`src/rtl/cpu_run_ctrl.sv`:
```
// cpu_run_ctrl: run controller for the pipelined CPU core.
// Sequences the core reset, runs the core until halt or watchdog expiry,
// counts RUN cycles, retired instructions and completed runs.
// Optional stall statistics are built when CPU_RUN_CTRL_STALL_STATS_EN is defined;
// otherwise stall_cnt is tied to zero.
module cpu_run_ctrl #(
  parameter int unsigned CNT_W        = 16,
  parameter int unsigned RST_CYCLES   = 2,
  parameter int unsigned MAX_CYCLES   = 20,
  parameter int unsigned AUTO_RESTART = 0,
  parameter int unsigned RUN_W        = 8
) (
  input  logic             clk,
  input  logic             rst,
  input  logic             start,
  input  logic             hlt,
  input  logic             retire,
  output logic             core_rst,
  output logic             running,
  output logic             done,
  output logic             timeout,
  output logic [CNT_W-1:0] cycle_cnt,
  output logic [CNT_W-1:0] instr_cnt,
  output logic [RUN_W-1:0] run_cnt,
  output logic [CNT_W-1:0] stall_cnt
);

  localparam int unsigned     RC_W    = (RST_CYCLES > 1) ? $clog2(RST_CYCLES) : 1;
  localparam logic [RC_W-1:0] RC_LOAD = RC_W'(RST_CYCLES - 1);
  localparam logic [CNT_W-1:0] WD_LAST = CNT_W'(MAX_CYCLES - 1);
  localparam bit              WD_EN   = (MAX_CYCLES != 0);
  localparam bit              AUTO_EN = (AUTO_RESTART != 0);

  typedef enum logic [1:0] {
    S_IDLE  = 2'd0,
    S_RESET = 2'd1,
    S_RUN   = 2'd2,
    S_DONE  = 2'd3
  } state_t;

  state_t           r_state;
  state_t           w_state_nxt;
  logic [RC_W-1:0]  r_rst_cnt;
  logic             r_core_rst;
  logic             r_running;
  logic             r_done;
  logic             r_timeout;
  logic [CNT_W-1:0] r_cycle_cnt;
  logic [CNT_W-1:0] r_instr_cnt;
  logic [RUN_W-1:0] r_run_cnt;

  logic w_wdog;
  logic w_core_rst_nxt;
  logic w_running_nxt;
  logic w_done_nxt;
  logic w_timeout_nxt;
  logic w_enter_reset;
  logic w_enter_done;

  // Watchdog fires on the last permitted RUN cycle
  assign w_wdog = WD_EN && (r_cycle_cnt == WD_LAST);

  // State register
  always_ff @(posedge clk or negedge rst) begin
    if (!rst) r_state <= S_IDLE;
    else      r_state <= w_state_nxt;
  end

  // Next-state logic; hlt takes priority over the watchdog
  always_comb begin
    w_state_nxt = r_state;
    case (r_state)
      S_IDLE:  if (start) w_state_nxt = S_RESET;
      S_RESET: if (r_rst_cnt == '0) w_state_nxt = S_RUN;
      S_RUN:   if (hlt || w_wdog) w_state_nxt = S_DONE;
      S_DONE:  if (AUTO_EN || start) w_state_nxt = S_RESET;
      default: w_state_nxt = S_IDLE;
    endcase
  end

  // Next values of the registered outputs, decoded from the next state
  always_comb begin
    w_core_rst_nxt = 1'b1;
    w_running_nxt  = 1'b0;
    w_done_nxt     = 1'b0;
    w_timeout_nxt  = 1'b0;
    w_enter_reset  = 1'b0;
    w_enter_done   = 1'b0;
    case (w_state_nxt)
      S_RUN: begin
        w_core_rst_nxt = 1'b0;
        w_running_nxt  = 1'b1;
      end
      S_DONE: begin
        w_done_nxt    = 1'b1;
        w_enter_done  = (r_state == S_RUN);
        w_timeout_nxt = (r_state == S_RUN) ? ~hlt : r_timeout;
      end
      S_RESET: w_enter_reset = (r_state != S_RESET);
      default: ;
    endcase
  end

  // Output flags and reset-length down-counter
  always_ff @(posedge clk or negedge rst) begin
    if (!rst) begin
      r_core_rst <= 1'b1;
      r_running  <= 1'b0;
      r_done     <= 1'b0;
      r_timeout  <= 1'b0;
      r_rst_cnt  <= '0;
    end else begin
      r_core_rst <= w_core_rst_nxt;
      r_running  <= w_running_nxt;
      r_done     <= w_done_nxt;
      r_timeout  <= w_timeout_nxt;
      if (w_enter_reset)
        r_rst_cnt <= RC_LOAD;
      else if ((r_state == S_RESET) && (r_rst_cnt != '0))
        r_rst_cnt <= r_rst_cnt - RC_W'(1);
    end
  end

  // Saturating cycle/instruction counters and wrapping run counter
  always_ff @(posedge clk or negedge rst) begin
    if (!rst) begin
      r_cycle_cnt <= '0;
      r_instr_cnt <= '0;
      r_run_cnt   <= '0;
    end else begin
      if (w_enter_reset) begin
        r_cycle_cnt <= '0;
        r_instr_cnt <= '0;
      end else if (r_state == S_RUN) begin
        if (r_cycle_cnt != '1)           r_cycle_cnt <= r_cycle_cnt + CNT_W'(1);
        if (retire && (r_instr_cnt != '1)) r_instr_cnt <= r_instr_cnt + CNT_W'(1);
      end
      if (w_enter_done) r_run_cnt <= r_run_cnt + RUN_W'(1);
    end
  end

`ifdef CPU_RUN_CTRL_STALL_STATS_EN
  logic [CNT_W-1:0] r_stall_cnt;

  // Saturating count of RUN cycles without a retire
  always_ff @(posedge clk or negedge rst) begin
    if (!rst)
      r_stall_cnt <= '0;
    else if (w_enter_reset)
      r_stall_cnt <= '0;
    else if ((r_state == S_RUN) && !retire && (r_stall_cnt != '1))
      r_stall_cnt <= r_stall_cnt + CNT_W'(1);
  end

  assign stall_cnt = r_stall_cnt;
`else
  assign stall_cnt = '0;
`endif

  assign core_rst  = r_core_rst;
  assign running   = r_running;
  assign done      = r_done;
  assign timeout   = r_timeout;
  assign cycle_cnt = r_cycle_cnt;
  assign instr_cnt = r_instr_cnt;
  assign run_cnt   = r_run_cnt;

endmodule

```
`config.mk`:
```
export PLATFORM = sky130hd
export DESIGN_NAME = cpu_run_ctrl
export DESIGN_NICKNAME = d
export VERILOG_FILES = /design/src/rtl/cpu_run_ctrl.sv
export SDC_FILE = /design/constraint.sdc
export NUM_CORES = 1
export LEC_CHECK = 0
export ABC_CLOCK_PERIOD_IN_PS = 1800
export CAP_MARGIN = 15
export CORE_MARGIN = 4
export CORE_UTILIZATION = 45
export CTS_CLUSTER_DIAMETER = 100
export DETAILED_ROUTE_END_ITERATION = 6
export GPL_TIMING_DRIVEN = 0
export PLACE_DENSITY = 0.77
export SYNTH_ARGS = -nofsm -noshare
export SYNTH_HDL_FRONTEND = slang
export SYNTH_SLANG_ARGS = --single-unit
```
`constraint.sdc`:
```
create_clock -name clk -period 1.8 [get_ports clk]
set_input_delay 0.27 -clock clk [delete_from_list [all_inputs] [get_ports clk]]
set_output_delay 0.27 -clock clk [all_outputs]
set_load 0.05 [all_outputs]
```
; ---- After elaboration in Yosys (flattened, before gate mapping)
; Index checks and enable logic that the tools add are counted.
; W data, S select, Z words.
[op_classes]
shifts = 0
mul = 0
div = 0
mux = 19
order_cmp = 0
n_reduce_logical = 11
n_addsub = 4
eq_ne = 11
bitwise_logic = 1
[ops]
columns = op, n
row1 = $mux W16, 6
row2 = $add A16 B1 Y16 const B, 2
row3 = $ne A16 B16 Y1 const B, 2
row4 = $eq A16 B5 Y1 const B, 1
row5 = $mux W1, 9
row6 = $add A8 B1 Y8 const B, 1
row7 = $eq A2 B2 Y1 const B, 4
row8 = $reduce_bool A2 Y1, 4
row9 = $mux W2, 3
row10 = $pmux W2 S3, 1
row11 = $eq A2 B1 Y1 const B, 2
row12 = $reduce_and A2 Y1, 2
row13 = $logic_and A1 B1 Y1, 2
row14 = $logic_not A2 Y1, 1
row15 = $ne A2 B1 Y1 const B, 1
row16 = $ne A2 B2 Y1 const B, 1
row17 = $reduce_or A2 Y1, 1
row18 = $logic_or A1 B1 Y1, 1
row19 = $not A1 Y1, 1
row20 = $sub A1 B1 Y1 const B, 1
[word_totals]
n_memories = 0
rom_bits = 0
out_inout_bits = 60
ram_bits = 0
latchBits = 0
elab_cells = 55
in_bits = 5
ff_bits = 47

; ---- Logic depth before layout (Yosys ltp)
[logic_depth]
word_depth = 8
mapped_depth = 8
mapped_depth_nobuf = 7

; ---- Worst setup path after synthesis
; Ideal clock, no wire load.
[synth_timing]
path_type = flip-flop to flip-flop
start = register r_instr_cnt[0], in the netlist instr_cnt[0]
end = register r_instr_cnt[3], in the netlist instr_cnt[3]
period_less_slack_ps = 2112
path_stages_with_launch = 8
setup_slack_ps = -312
path_buffers = 1
setup_ps = 118
required_time_ps = 1682
arrival_time_ps = 1994
cell_sequence = dfrtp_1 ha_1 nand4_2 nor4_4 or2_2 buf_2 nor3_1 a21o_1
[synth_via]
elab_chain_len = 4
elab_cells_between_ends = 8
classes_between = add/sub: 1 / eq/ne: 1 / mux: 3 / reduce/logical: 3
[synth_rtl]
columns = item, line_no
row1 = start: declaration, 49  ; logic [CNT_W-1:0] r_instr_cnt;
row2 = start signal: assignment, 136  ; if (retire && (r_instr_cnt != '1)) r_instr_cnt <= r_instr_cnt + CNT_W'(1);
row3 = $add A16 B1 Y16 / $ne A16 B16 Y1 (equally long branches), 136
row4 = $mux W16 / $logic_and A1 B1 Y1 (equally long branches), 136
row5 = $mux W16 / $reduce_bool A2 Y1 (equally long branches), --
row6 = $mux W16 / $reduce_and A2 Y1 (equally long branches), --
; Parallel ways exist; a longest one is shown, timed or not. The select of a mux whose other input is x is not followed.
; A chain may end at the register's enable or synchronous reset.

; ---- Final worst setup path
[layout_timing]
start = register r_state[1]
end = register r_instr_cnt[9], in the netlist instr_cnt[9]
[layout_via]
elab_chain_len = 7
elab_cells_between_ends = 16
classes_between = eq/ne: 5 / mux: 6 / reduce/logical: 5
[layout_rtl]
columns = item, line_no
row1 = start: declaration, 41  ; state_t r_state;
row2 = start signal: assignment, 66  ; else r_state <= w_state_nxt;
row3 = $eq A2 B2 Y1 / $logic_not A2 Y1 (equally long branches), 72  ; case (r_state)
row4 = $reduce_or A2 Y1 (no source line), --
row5 = $pmux W2 S3, 72
row6 = $eq A2 B1 Y1, 89  ; case (w_state_nxt)
row7 = $mux W1, 89
row8 = $reduce_bool A2 Y1 (no source line), --
row9 = $reduce_and A2 Y1 (no source line), --
; Parallel ways exist; a longest one is shown, timed or not.

==> flow_summary_export.csv <==
group,metric,value,unit
outcome,status,"finished, violations left",
outcome,violations,"negative setup slack",
place,place.gp.congestion,0.8180,
routing,wire_per_inst,14.51,um
routing,ant_nets,0,
critical_path,critPathKind,"flip-flop to flip-flop",
power_and_ir_drop,switching_power,2224,uW
synthesis,yosysUniqueCellTypes,53,
synthesis,synth_top_cell_area_share,0.4293,
critical_path,r2r_slack,-0.06,ns
critical_path,rr_endpoint,"instr_cnt[9]$_DFFE_PN0P_",
sta,rsz0062_at_grt,"true",
sta,finalHoldViolations,0,
global_routing,grt_pass1_vias,2312,
sta,tightest_slew,0.5076,ns
power_and_ir_drop,vdd_ir_drop_max,1.276,mV
routing,drt_pass1_iterations,4,
clocking,clk_pin_slew,0.09,ns
sta,setup_violations,13,
critical_path,timing.critical_path.mode_cell,"a21o_1",
place,port_buffers,48,
synthesis,yosysSeqAreaShare,0.4391,
global_routing,overflow,0,
floorplan,dieHeight,85.19,um
layout,layoutNonFillerInstCount,444,
power_and_ir_drop,pwr-share-seq,0.301,
critical_path,cp-start-kind,"flip-flop",
synthesis,synth_most_common_cell,"dfrtp_1",
floorplan,rows,27,
layout,final_util,0.6567,
floorplan,dieArea,7257,um2
sta,fin_ws,-0.06427,ns
min_path,hp-class,"primary input to asynchronous set/reset pin",
layout,fin_nets,381,
sta,fmax,536.4,MHz
synthesis,synthTopCellsByCount,"dfrtp_1 (46), nor2_1 (27), nand2_1 (25)",
sta,skew,0.007419,ns
place,numPlacedInstances,419,
routing,dr_total_vias,2345,
global_routing,grt_max_degree,35,
power_and_ir_drop,internal-power,2735,uW
sta,final_max_slew_viol_count,0,
power_and_ir_drop,leakage,0.001842,uW
layout,insertedDiodeCount,0,
clocking,cts_made_buffers,5,
power_and_ir_drop,clockPowerShare,0.140,
routing,drc,0,
synthesis,netlist_area,2681,um2
floorplan,dieWidth,85.19,um
critical_path,critPathMaxStageDelay,0.44,ns
critical_path,critical_path.slowest_cell,"dfrtp_2",
synthesis,ys_ff_latch,47,
power_and_ir_drop,combinationalPowerShare,0.559,
sta,layout_min_cycle_time,1.864,ns
power_and_ir_drop,switching_share,0.4485,
clocking,cts_max_level,2,
critical_path,ff2ff_path_depth,8,
floorplan,initial_utilization,0.4753,
synthesis,synth.area.top_cells,"dfrtp_1 (43%), buf_4 (5.0%), nand4_1 (4.0%), nor2_1 (3.8%), nand2_1 (3.5%)",
sta,timing.final.crit_share,1.036,
sta,whs,0.3887,ns
critical_path,worstPathArrival,2.06,ns
clocking,cts_tree,"built",
global_routing,grt.total_usage,0.1807,
critical_path,end_kind,"flip-flop",
place,post-place-ws,-0.1810,ns
layout,drive_above_1_share,0.3091,
synthesis,postSynth.asyncResetShare,1.000,
floorplan,ios,65,
routing,routed_wl,6.442,mm
clocking,clkSinkCount,47,
critical_path,worstPathCellList,"inv_4, ha_4, or2_4, o21bai_4, o22a_1, buf_6, a21o_1, a21o_1",
routing,vias_per_cell,5.282,
global_routing,grt_antenna_before_repair,0,
clocking,root_buffer,"clkbuf_8",
place,hpwl,4.518,mm
synthesis,syn_inst,283,
global_routing,grt_pass1_wl,10.81,mm
sta,maxSlewHeadroom,0.6610,
power_and_ir_drop,power_density,1338,nW/um2
synthesis,yosys.area.top_type,"dfrtp_1",
job,drv_cap,0,
synthesis,yosys_most_used_dff,"dfrtp_1",
routing,drt_iter0_markers,85,
critical_path,reg2reg_from,"r_state[1]$_DFF_PN0_",
floorplan,core,5642,um2
critical_path,worstPathRequired,2.00,ns
clocking,clk_latency,0.30,ns
clocking,cts_buffer_depth,2,
layout,area_delta_synth_final,38.17,%
synthesis,ys_warn_count,0,
sta,finalSetupTns,-0.3324,ns
synthesis,avgSynthCellArea,9.475,um2
synthesis,synth-edff-count,0,
critical_path,cp_max_fo,5,
==> kinds of logic after synthesis <==
logic type,Yosys count,synth area share
and+or+nand+nor,135,0.2753
adders and majority gates,5,0.02333
DFF,47,0.4391
other,1,0.001399
AOI/OAI and AO/OA,39,0.1027
muxes,6,0.02333
buffers and inverters,31,0.07279
xor gates and xnor gates,19,0.06206
==> final cells by class <==
| type | instances | area (um2) |
|---|---|---|
| buffer | 23 | 192.7 |
| clock inverter | 2 | 16.27 |
| timing repair buffer | 67 | 598.1 |
| sequential | 47 | 1216 |
| clock buffer | 6 | 82.58 |
| tap | 72 | 90.09 |
| multi-input combinational | 220 | 1480 |
| inverter | 7 | 28.78 |
| fill | 480 | 1937 |
==> layout by cell type (no fill, tap or decap), types with 2 or more instances in the layout <==
| master | synthesis | final |
|---|---|---|
| dlymetal6s2s_1 | 0 | 5 |
| a21o_1 | 6 | 6 |
| ha_4 | 0 | 4 |
| o31ai_1 | 2 | 2 |
| a21oi_1 | 8 | 7 |
| nor2b_1 | 3 | 2 |
| conb_1 | 1 | 16 |
| dlygate4sd2_1 | 0 | 36 |
| nor4_1 | 4 | 4 |
| nor2_2 | 2 | 4 |
| o21ai_0 | 10 | 7 |
| and4_1 | 4 | 4 |
| dfrtp_1 | 46 | 15 |
| clkdlybuf4s50_1 | 0 | 6 |
| o21ai_1 | 2 | 5 |
| xnor2_1 | 9 | 9 |
| clkbuf_8 | 0 | 6 |
| nand2_2 | 1 | 2 |
| buf_4 | 18 | 33 |
| xor2_1 | 10 | 9 |
| nand4_1 | 17 | 17 |
| inv_1 | 7 | 5 |
| and3_1 | 9 | 8 |
| nor3_1 | 7 | 7 |
| and2_2 | 2 | 2 |
| nor2_1 | 27 | 25 |
| nand2_1 | 25 | 24 |
| buf_2 | 3 | 3 |
| o211ai_1 | 2 | 2 |
| o31ai_4 | 1 | 2 |
| nand3_1 | 16 | 16 |
| buf_6 | 1 | 4 |
| and2_1 | 4 | 4 |
| or3_1 | 2 | 2 |
| mux2i_1 | 4 | 4 |
| or2_4 | 0 | 2 |
| dfrtp_2 | 0 | 31 |
==> worst max-delay path by stage <==
stage	startpoint	to	slack [ns]	cells after the start
2_1_floorplan	cycle_cnt[0]$_DFFE_PN0P_	run_cnt[1]$_DFFE_PN0P_	-0.01	6
4_1_cts	r_state[0]$_DFF_PN0_	instr_cnt[9]$_DFFE_PN0P_	-0.04	8
3_5_place_dp	r_state[0]$_DFF_PN0_	cycle_cnt[15]$_DFFE_PN0P_	-0.18	7
3_3_place_gp	rst	cycle_cnt[0]$_DFFE_PN0P_	-1.01	1
5_1_grt	r_state[1]$_DFF_PN0_	instr_cnt[3]$_DFFE_PN0P_	-0.13	8
6_report	r_state[1]$_DFF_PN0_	instr_cnt[9]$_DFFE_PN0P_	-0.06	8
==> critical path, delay by kind of cell (launching register included) <==
family	cells	cell delay (ns)
AO/OA/AOI/OAI	4	0.70
adder cells (fa/ha/maj)	1	0.16
buffers and inverters	2	0.21
flip-flops	1	0.44
AND/OR/NAND/NOR	1	0.24
==> layer usage <==
metal | vias up | wire length [um] | global-route usage
li1 | 1148 | - | -
met1 | 1110 | 2887 | 0.2345
met2 | 78 | 3101 | 0.2966
met3 | 9 | 356 | 0.03786
met4 | 0 | 98 | 0.06763
met5 | - | 0 | 0
==> state kept, by name, summed over array words and instances, names as in the netlist <==
| signal | flops |
|---|---|
| cycle_cnt | 16 |
| running | 1 |
| instr_cnt | 16 |
| run_cnt | 8 |
| done | 1 |
| core_rst | 1 |
| timeout | 1 |
| r_rst_cnt | 1 |
| r_state | 2 |
==> power groups by stage <==
stage               Combinational (uW)  Sequential (uW)  Clock (uW)
floorplan                         1240             1980           0
global placement                  2300             1510           0
detailed placement                2350             1510           0
CTS                               2610             1490         719
global route                      2990             1520         756
finish                            2770             1490         693
==> per-stage QoR <==
stage	cell area, um2	power [uW]
after floorplan	2851	3219
after CTS	3627	4812
final	3705	4958
after global placement	3422	3811
after detailed placement	3437	3864
after global routing	3705	5274
==> what timing repair did <==
item	4_1_cts	5_1_grt
setup endpoints to repair	65	30
cloned	2	0
hold buffers	1	0
resized for setup	52	15
setup buffers	11	4
hold endpoints to repair	12	0
pin swaps	10	1
Note: power is estimated with default switching activity, not from simulation.
